==> src/rtl/instr_load_mem_if.sv <==
// ---------------------------------------------------------------------------
// instr_load_mem_if
// Bus bundle between the instruction loader/fetcher and the instruction
// memory.
//
// Signals:
//   LoadInstructions  load mode; one Instruction word is captured per cycle
//   Instruction       word to load
//   fetch_en          fetch request (sampled on the rising clock edge)
//   fetch_addr        word address to fetch
//   fetch_data        registered fetch result
//   fetch_valid       fetch_data carries a new result this cycle
//   load_count        number of words in the current program
//   full              load_count has reached the memory depth
//   load_done         one-cycle pulse after a load burst ends
//   oob               registered with fetch_data; fetch was out of bounds
//
// Handshake: there is no back-pressure. A fetch request is accepted on every
// rising edge where fetch_en=1 while the memory holds a finished program and
// no load is starting. The result appears one cycle later with fetch_valid=1.
// fetch_valid is high for exactly one cycle per accepted request, and
// fetch_data/oob hold their last values while fetch_valid=0.
//
// Modports:
//   master  the side that loads and fetches (drives requests)
//   slave   the memory (drives results and status)
// ---------------------------------------------------------------------------
interface instr_load_mem_if #(
    parameter int DATA_W = 32,
    parameter int ADDR_W = 6
);
    logic              LoadInstructions;
    logic [DATA_W-1:0] Instruction;
    logic              fetch_en;
    logic [ADDR_W-1:0] fetch_addr;
    logic [DATA_W-1:0] fetch_data;
    logic              fetch_valid;
    logic [ADDR_W:0]   load_count;
    logic              full;
    logic              load_done;
    logic              oob;

    modport master (
        output LoadInstructions, Instruction, fetch_en, fetch_addr,
        input  fetch_data, fetch_valid, load_count, full, load_done, oob
    );

    modport slave (
        input  LoadInstructions, Instruction, fetch_en, fetch_addr,
        output fetch_data, fetch_valid, load_count, full, load_done, oob
    );
endinterface

==> src/rtl/instr_load_mem.sv <==
// ---------------------------------------------------------------------------
// instr_load_mem
// Instruction memory that is filled by a sequential load burst and then read
// by word-addressed fetches with one cycle of latency.
//
// Ports:
//   clk        single clock, rising edge
//   Reset      asynchronous, active-high reset
//   bus        instr_load_mem_if.slave (load inputs, fetch request/result,
//              load status)
//   dbg_state  current FSM state (0 = IDLE, 1 = LOAD, 2 = READY)
//
// Parameters: DATA_W word width, DEPTH number of words (must be 2**ADDR_W),
// ADDR_W word-address width, NOP_WORD word returned for out-of-bounds fetch.
//
// Build option: define IMEM_OOB_NOP_EN to make fetches at or beyond
// load_count return NOP_WORD with oob=1. Without it, fetches return the raw
// memory word and oob stays 0.
//
// The memory array has no reset, so its contents survive Reset and reloads
// except where new words overwrite them.
// ---------------------------------------------------------------------------
module instr_load_mem #(
    parameter int                DATA_W   = 32,
    parameter int                DEPTH    = 64,
    parameter int                ADDR_W   = 6,
    parameter logic [DATA_W-1:0] NOP_WORD = '0
) (
    input  logic                clk,
    input  logic                Reset,
    instr_load_mem_if.slave     bus,
    output logic [1:0]          dbg_state
);
    typedef enum logic [1:0] {
        IDLE  = 2'd0,
        LOAD  = 2'd1,
        READY = 2'd2
    } state_t;

    localparam logic [ADDR_W:0] DEPTH_CNT = (ADDR_W + 1)'(DEPTH);
    localparam logic [ADDR_W:0] ONE_CNT   = {{ADDR_W{1'b0}}, 1'b1};

    state_t            state, state_next;
    logic [ADDR_W:0]   load_count_q, load_count_next;
    logic              load_done_q, load_done_next;
    logic              full;
    logic              wr_en;
    logic [ADDR_W-1:0] wr_addr;
    logic              fetch_fire;
    logic              fetch_oob;
    logic [DATA_W-1:0] fetch_data_q;
    logic              fetch_valid_q;
    logic              oob_q;

    logic [DATA_W-1:0] mem [DEPTH];

    assign full = (load_count_q == DEPTH_CNT);

    // Next-state and write control.
    always_comb begin
        state_next      = state;
        load_count_next = load_count_q;
        load_done_next  = 1'b0;
        wr_en           = 1'b0;
        wr_addr         = '0;
        case (state)
            IDLE, READY: begin
                // Starting a new program: the word present this cycle
                // lands at address 0 and the count restarts at 1.
                if (bus.LoadInstructions) begin
                    state_next      = LOAD;
                    wr_en           = 1'b1;
                    wr_addr         = '0;
                    load_count_next = ONE_CNT;
                end
            end
            LOAD: begin
                if (bus.LoadInstructions) begin
                    // Once full, extra words are dropped; the pointer never
                    // wraps back to address 0.
                    if (!full) begin
                        wr_en           = 1'b1;
                        wr_addr         = load_count_q[ADDR_W-1:0];
                        load_count_next = load_count_q + ONE_CNT;
                    end
                end else begin
                    state_next     = READY;
                    load_done_next = 1'b1;
                end
            end
            default: begin
                state_next = IDLE;
            end
        endcase
    end

    // A load request in READY takes priority over a fetch in the same cycle.
    assign fetch_fire = (state == READY) && bus.fetch_en && !bus.LoadInstructions;

`ifdef IMEM_OOB_NOP_EN
    assign fetch_oob = ({1'b0, bus.fetch_addr} >= load_count_q);
`else
    assign fetch_oob = 1'b0;
`endif

    always_ff @(posedge clk or posedge Reset) begin
        if (Reset) begin
            state         <= IDLE;
            load_count_q  <= '0;
            load_done_q   <= 1'b0;
            fetch_data_q  <= '0;
            fetch_valid_q <= 1'b0;
            oob_q         <= 1'b0;
        end else begin
            state        <= state_next;
            load_count_q <= load_count_next;
            load_done_q  <= load_done_next;
            if (fetch_fire) begin
                fetch_valid_q <= 1'b1;
                oob_q         <= fetch_oob;
                fetch_data_q  <= fetch_oob ? NOP_WORD : mem[bus.fetch_addr];
            end else begin
                fetch_valid_q <= 1'b0;
            end
        end
    end

    always_ff @(posedge clk) begin
        if (wr_en) begin
            mem[wr_addr] <= bus.Instruction;
        end
    end

    assign bus.fetch_data  = fetch_data_q;
    assign bus.fetch_valid = fetch_valid_q;
    assign bus.load_count  = load_count_q;
    assign bus.full        = full;
    assign bus.load_done   = load_done_q;
    assign bus.oob         = oob_q;
    assign dbg_state       = state;
endmodule

==> src/flat_wrapper.sv <==
// flat-port wrapper written by rule: the top's interface ports become plain ports
module instr_load_mem_flat 
#(
    parameter int                DATA_W   = 32,
    parameter int                DEPTH    = 64,
    parameter int                ADDR_W   = 6,
    parameter logic [DATA_W-1:0] NOP_WORD = '0
)
  (clk, Reset, dbg_state, bus_LoadInstructions, bus_Instruction, bus_fetch_en, bus_fetch_addr, bus_fetch_data, bus_fetch_valid, bus_load_count, bus_full, bus_load_done, bus_oob);
  instr_load_mem_if #(.DATA_W(DATA_W), .ADDR_W(ADDR_W)) bus_i ();
  input  logic clk;
  input  logic Reset;
  output logic [1:0] dbg_state;
  input wire logic [$bits(bus_i.LoadInstructions)-1:0] bus_LoadInstructions;
  input wire logic [$bits(bus_i.Instruction)-1:0] bus_Instruction;
  input wire logic [$bits(bus_i.fetch_en)-1:0] bus_fetch_en;
  input wire logic [$bits(bus_i.fetch_addr)-1:0] bus_fetch_addr;
  output wire logic [$bits(bus_i.fetch_data)-1:0] bus_fetch_data;
  output wire logic [$bits(bus_i.fetch_valid)-1:0] bus_fetch_valid;
  output wire logic [$bits(bus_i.load_count)-1:0] bus_load_count;
  output wire logic [$bits(bus_i.full)-1:0] bus_full;
  output wire logic [$bits(bus_i.load_done)-1:0] bus_load_done;
  output wire logic [$bits(bus_i.oob)-1:0] bus_oob;
  assign bus_i.LoadInstructions = bus_LoadInstructions;
  assign bus_i.Instruction = bus_Instruction;
  assign bus_i.fetch_en = bus_fetch_en;
  assign bus_i.fetch_addr = bus_fetch_addr;
  assign bus_fetch_data = bus_i.fetch_data;
  assign bus_fetch_valid = bus_i.fetch_valid;
  assign bus_load_count = bus_i.load_count;
  assign bus_full = bus_i.full;
  assign bus_load_done = bus_i.load_done;
  assign bus_oob = bus_i.oob;
  instr_load_mem #(.DATA_W(DATA_W), .DEPTH(DEPTH), .ADDR_W(ADDR_W), .NOP_WORD(NOP_WORD)) u_core (.clk(clk), .Reset(Reset), .bus(bus_i), .dbg_state(dbg_state));
endmodule
==> config.mk <==
export PLATFORM = sky130hd
export DESIGN_NAME = instr_load_mem_flat
export DESIGN_NICKNAME = d
export VERILOG_FILES = /design/src/rtl/instr_load_mem_if.sv /design/src/rtl/instr_load_mem.sv /design/src/flat_wrapper.sv
export SDC_FILE = /design/constraint.sdc
export NUM_CORES = 2
export LEC_CHECK = 0
export CORE_UTILIZATION = 40
export DETAILED_ROUTE_END_ITERATION = 8
export GPL_TIMING_DRIVEN = 0
export SLEW_MARGIN = 40
export SYNTH_ARGS = -nofsm -noshare
export SYNTH_HDL_FRONTEND = slang
export SYNTH_SLANG_ARGS = --single-unit
==> constraint.sdc <==
create_clock -name clk -period 4.3 [get_ports clk]
set_input_delay 0.645 -clock clk [delete_from_list [all_inputs] [get_ports clk]]
set_output_delay 0.645 -clock clk [all_outputs]
set_load 0.03 [all_outputs]
# After elaboration in Yosys (flattened, before gate mapping)
# Memory sizes are Yosys's and may differ from the RTL's. A register that Yosys moved wholly into a read port is not among the register bits.
# Index checks and enable logic that the tools add are counted.
totals:
  reg_bits: 11
  latchBits: 0
  mem_bits_rw: 2048
  mem_bits_ro: 0
  input_bits: 42
  output_inout_bits: 45
  wordCells: 40
  memories: 1
classes:
  n_addsub: 1
  multipliers: 0
  n_div: 0
  n_lt_le_gt_ge: 0
  n_eq_ne: 7
  shift: 0
  muxes: 19
  bitwise: 0
  reduce_logical: 8
memory_table:
  columns: ["memory", "words", "word_bits", "read_ports", "rd_clocked_by_memory_dff", "wr", "line_no", "source"]
  rows:
  - ["u_core.mem", 64, 32, 1, 1, 1, "instr_load_mem.sv:55", "logic [DATA_W-1:0] mem [DEPTH];"]
ops:
  columns: ["operator", "count"]
  rows:
  - ["7-bit two-way mux", 3]
  - ["6-bit two-way mux", 3]
  - ["7-bit one-hot mux with 2 select lines", 1]
  - ["1-bit two-way mux", 8]
  - ["2-bit != test (second input constant)", 4]
  - ["7-bit by 1-bit adder with 7-bit output (second input constant)", 1]
  - ["7-bit == test (second input constant)", 1]
  - ["2-bit two-way mux", 2]
  - ["2-bit one-hot mux with 2 select lines", 1]
  - ["4-bit AND reduction", 1]
  - ["2-bit by 1-bit == test with 1-bit output (second input constant)", 1]
  - ["2-bit == test (second input constant)", 1]
  - ["1-bit logical AND", 2]
  - ["2-bit logical NOT", 1]
  - ["1-bit one-hot mux with 2 select lines", 1]
  - ["2-bit AND reduction", 1]
  - ["2-bit nonzero test", 1]
  - ["2-bit OR reduction", 1]
  - ["1-bit logical NOT", 1]

# Depth between registers and ports, before layout
logic_depth:
  depth_word: 6
  ltp_mapped: 11
  mapped_depth_nobuf: 8

# Worst setup path before layout
# No wires, ideal clock.
synth_timing:
  path_type: "register to register"
  from: "reg u_core.load_count_q[3], in the netlist u_core.bus.load_count[3]"
  to: "mem u_core.mem[24][0] (enable)"
  setup_ns: 0.421
  arrival_time_ns: 3.666
  required_ns: 3.879
  slack_ns: 0.212
  stages_incl_launch_ff: 8
  path_buffers: 1
  synth_period_minus_slack_ns: 4.088
  cell_sequence: "dfrtp_1 clkbuf_1 or3_1 nor3_1 a21oi_1 nor2_1 nor2_1 nor2_1"
synth_via:
  elab_chain_len: 6
synth_lines:
  columns: ["item", "line_no", "source"]
  rows:
  - ["start: declaration", "instr_load_mem.sv:44", "logic [ADDR_W:0] load_count_q, load_count_next;"]
  - ["start signal: assignment", "instr_load_mem.sv:116", "load_count_q <= load_count_next;"]
  - ["7-bit == test *", "instr_load_mem.sv:57", "assign full = (load_count_q == DEPTH_CNT);"]
  - ["via bus_full", "flat_wrapper.sv:21", "output wire logic [$bits(bus_i.full)-1:0] bus_full;"]
  - ["1-bit two-way mux", "instr_load_mem.sv:81", "if (!full) begin"]
  - ["1-bit two-way mux", "instr_load_mem.sv:78", "if (bus.LoadInstructions) begin"]
  - ["1-bit one-hot mux with 2 select lines", "instr_load_mem.sv:66", "case (state)"]
  - ["1-bit two-way mux", "instr_load_mem.sv:129", "if (wr_en) begin"]
  - ["1-bit two-way mux (implied by the code)", "instr_load_mem.sv:130", "mem[wr_addr] <= bus.Instruction;"]
  - ["end: declaration", "instr_load_mem.sv:55", null]
# Mark *: on every way through the listed nets, which the timed path passes. The rest lies on a longest branch.

# Final worst setup path
layout_timing:
  from: "reg u_core.load_count_q[3], in the netlist u_core.bus.load_count[3]"
  to: "out bus_full"
layout_via:
  elab_chain_len: 1
layout_lines:
  columns: ["item", "line_no"]
  rows:
  - ["7-bit == test", "instr_load_mem.sv:57"]
  - ["end: declaration", "flat_wrapper.sv:21"]
# No other way between the ends.

==> key figures <==
Setup path
  • Crit path kind: reg2out
  • Crit path largest cell delay: 0.75 ns
  • Crit path required time: 3.65 ns
  • CP Launch Type: register
  • R2R Path End: u_core.mem[11][19]$_DFFE_PP_
  • Reg2Reg Depth: 8
  • Crit path DAT: 3.45 ns
  • RR Startpoint: u_core.bus.load_count[3]$_DFFE_PP0P_
  • Register-to-register setup slack: 0.37 ns
  • Worst path slowest cell: clkdlybuf4s50_1
  • Crit Path Max Fanout: 10
  • Crit-path cells: clkbuf_1 -> or3_1 -> nor3_2 -> clkdlybuf4s50_1
  • Worst Setup End Kind: output port

Clock tree
  • Clock latency on the worst-skew pair: 0.85 ns
  • CTS buffer count: 200
  • Clock tree root buffer cell: clkbuf_16
  • Post-CTS Setup Inserts: 0
  • CTS tree: done
  • CTS max path bufs: 3
  • H-tree depth: 4
  • Reg clk slew, reported paths: 0.06 ns
  • TritonCTS Sinks: 2,091

Routing
  • Residual DRC: 0
  • Final ANT Viol Nets: 0
  • DRT Pass-1 Iters: 6
  • Avg WL per Cell: 30.7 um
  • WL final: 216,000 um
  • Via count: 40.4k
  • Vias/cell: 5.74
  • First-iteration detailed-routing DRC count: 4,956

Die
  • Row count: 163
  • Die ar.: 0.202 mm^2
  • Initial core utilization: 0.404
  • Chip height: 450 um
  • Die width: 450 um
  • Core area: 0.198 mm^2
  • Boundary Pins: 87

Timing
  • Final worst path period share: 0.952
  • Setup TNS: 0 ns
  • Final Hold Violating Endpoints: 0
  • RSZ-0062 raised after global routing: no
  • Final setup fails: 0
  • Worst-Margin Slew: 0.881 ns
  • Hold slack: 0.101 ns
  • Slew Viols, Final: 0
  • Layout Skew: 0.0316 ns
  • Crit path time final: 4.09 ns
  • Max frequency: 0.244 GHz
  • Slew headroom: 0.410

GRT
  • Vias in the first global route: 39.8k
  • Global route total overflow: 0
  • Met3 Track Usage GR: 0.0365
  • Met2 Use GR: 0.343
  • Grt met1 use: 0.291
  • Initial antenna violation count: 21
  • Gr usage total: 0.212
  • Largest net degree at the start of global routing: 63
  • First-pass GRT wire length: 304,000 um
  • Busiest grt layer: met2

Place
  • Gpl congestion: 0.873
  • HPWL Detailed: 150,000 um
  • Port Buf Inserts: 80

Power and ir drop
  • Net switching share of the total power: 0.224
  • Peak ir drop on the vdd network: 0.401 mV
  • PD cells: 453 mW/mm^2
  • Clock share of power: 0.399
  • Sw power: 9.61 mW
  • Comb power frac: 0.070
  • Cell-internal power: 33.3 mW
  • Sequential fraction of design power: 0.531
  • Leak: 30.6 nW

Synth
  • Mapped Nets: 3,823
  • Synth Register Bits: 2,091
  • YS warnings: 0
  • Syn Area/Cell: 21.2 um^2
  • Post-synthesis cell type count: 42
  • Yosys top cell by area: edfxtp_1
  • Top-area cell type share of the netlist area: 0.768
  • Post-Syn Area: 0.0801 mm^2
  • Top cells by area, synth: edfxtp_1 77%, mux4_2 9.0%, mux2i_1 5.6%
  • Synth Instances: 3,779
  • Seq/Total Area, Yosys: 0.781

Worst hold path
  • Hold Path Depth: 1
  • HP Start: bus_Instruction[30]
  • Hold Crit Endpoint: u_core.mem[39][30]$_DFFE_PP_
  • Hold crit path type: in2reg

Finish
  • Final-stage net count: 4,274
  • Area delta synth->final: 18.2%
  • Layout cells sized above 1: 0.229
  • Most frequent cells in the layout: 2,048 x edfxtp_1, 449 x mux2i_1, 319 x mux4_2
  • Commonest non-fill, non-tap cell in the layout: edfxtp_1

Status
  • Status: finished, final reports clean

Job
  • Max Cap Violations: 0
## worst max path at each step
| stage | startpoint | endpoint | cells past startpoint |
|---|---|---|---|
| after floorplan | u_core.bus.load_count[3]$_DFFE_PP0P_ | u_core.mem[24][0]$_DFFE_PP_ | 7 |
| after CTS | u_core.bus.load_count[3]$_DFFE_PP0P_ | bus_full | 4 |
| final | u_core.bus.load_count[3]$_DFFE_PP0P_ | bus_full | 4 |
| after global routing | u_core.bus.load_count[3]$_DFFE_PP0P_ | bus_full | 4 |
| after detailed placement | bus_fetch_addr[2] | u_core.bus.fetch_data[20]$_DFFE_PP0P_ | 9 |
| after global placement | u_core.bus.load_count[3]$_DFFE_PP0P_ | u_core.mem[40][4]$_DFFE_PP_ | 7 |
## cells in the mapped netlist (all sizes together)
cell,n
a221o,32
mux4,319
a21boi,1
and3,4
xor2,3
edfxtp,2048
a21oi,4
o22ai,31
mux2i,449
inv,7
or2,1
mux2,32
a31oi,32
nor3,2
a2111oi,33
nor2b,38
nand4,1
o211ai,32
a211oi,65
conb,1
nand2b,2
buf,128
nor2,80
a22oi,160
nand4b,1
and2,2
nand2,17
o21ai,38
or3,2
ha,2
xnor2,1
o2bb2ai,1
clkbuf,95
a22o,32
dfrtp,43
nand3,40
## stage by stage
step | util | setup WS (ns) | cells | power [mW] | area [um^2]
2_1_floorplan | - | 0.212 | 3779 | 24.6 | 80100
5_1_grt | 0.478 | 0.130 | 7042 | 44.0 | 94700
4_1_cts | 0.477 | 0.199 | 7040 | 43.1 | 94600
6_report | 0.478 | 0.207 | 7045 | 42.9 | 94700
3_3_place_gp | 0.425 | -1.86 | 6499 | 26.1 | 84200
3_5_place_dp | 0.445 | -0.346 | 6666 | 26.2 | 88300
## per-layer routing
metal  vias to the layer above  part of all wire
met5                         -          0.000060
met4                         2             0.034
met3                       294             0.078
met2                      1768              0.48
met1                     21500              0.40
li1                      16900                 -
## logic make-up after synthesis
group,count (synthesis),synth area share
DFF,2091,0.781
and+or+nand+nor,190,0.0112
AOI/OAI and AO/OA,461,0.0429
xor gates and xnor gates,4,0.000437
muxes,800,0.150
other,1,0.0000468
adders and majority gates,2,0.000312
buffers and inverters,230,0.0138
## power by group through the flow
stage / Combinational, mW / Sequential (mW) / Clock (mW)
6_report: 2.99 / 22.8 / 17.1
4_1_cts: 3.00 / 22.8 / 17.4
5_1_grt: 3.11 / 22.8 / 18.1
3_5_place_dp: 2.99 / 23.2 / 0
2_1_floorplan: 1.20 / 23.4 / 0
3_3_place_gp: 2.82 / 23.3 / 0
## area by class of cell
class / instances / area [um^2]
fill: 16200 / 104000
sequential: 2091 / 62600
multi-input combinational: 1458 / 17000
clock buffer: 258 / 5340
timing repair buffer: 249 / 4340
tap: 2640 / 3300
buffer: 223 / 1100
clock inverter: 115 / 971
inverter: 7 / 28.8
antenna: 4 / 10.0
## timing repair
item | CTS | global route
resized for setup | 1 | 0
hold endpoints to repair | 2 | 0
endpoints found under the setup margin | 1 | 0
hold buffers | 1 | 0
## sequential cells by signal, summed over array words and instances, names as in the netlist
register                cells
u_core.bus.load_count       7
u_core.mem               2048
u_core.dbg_state            2
u_core.bus.fetch_data      32
u_core.bus.load_done        1
u_core.bus.fetch_valid      1
## worst max-delay path: cells and delay by family (launching register included)
| family | cells | cell delay [ns] |
|---|---|---|
| simple gates | 2 | 0.87 |
| buf+inv | 2 | 1.12 |
| flops | 1 | 0.61 |
(Power assumes the default switching activity.)
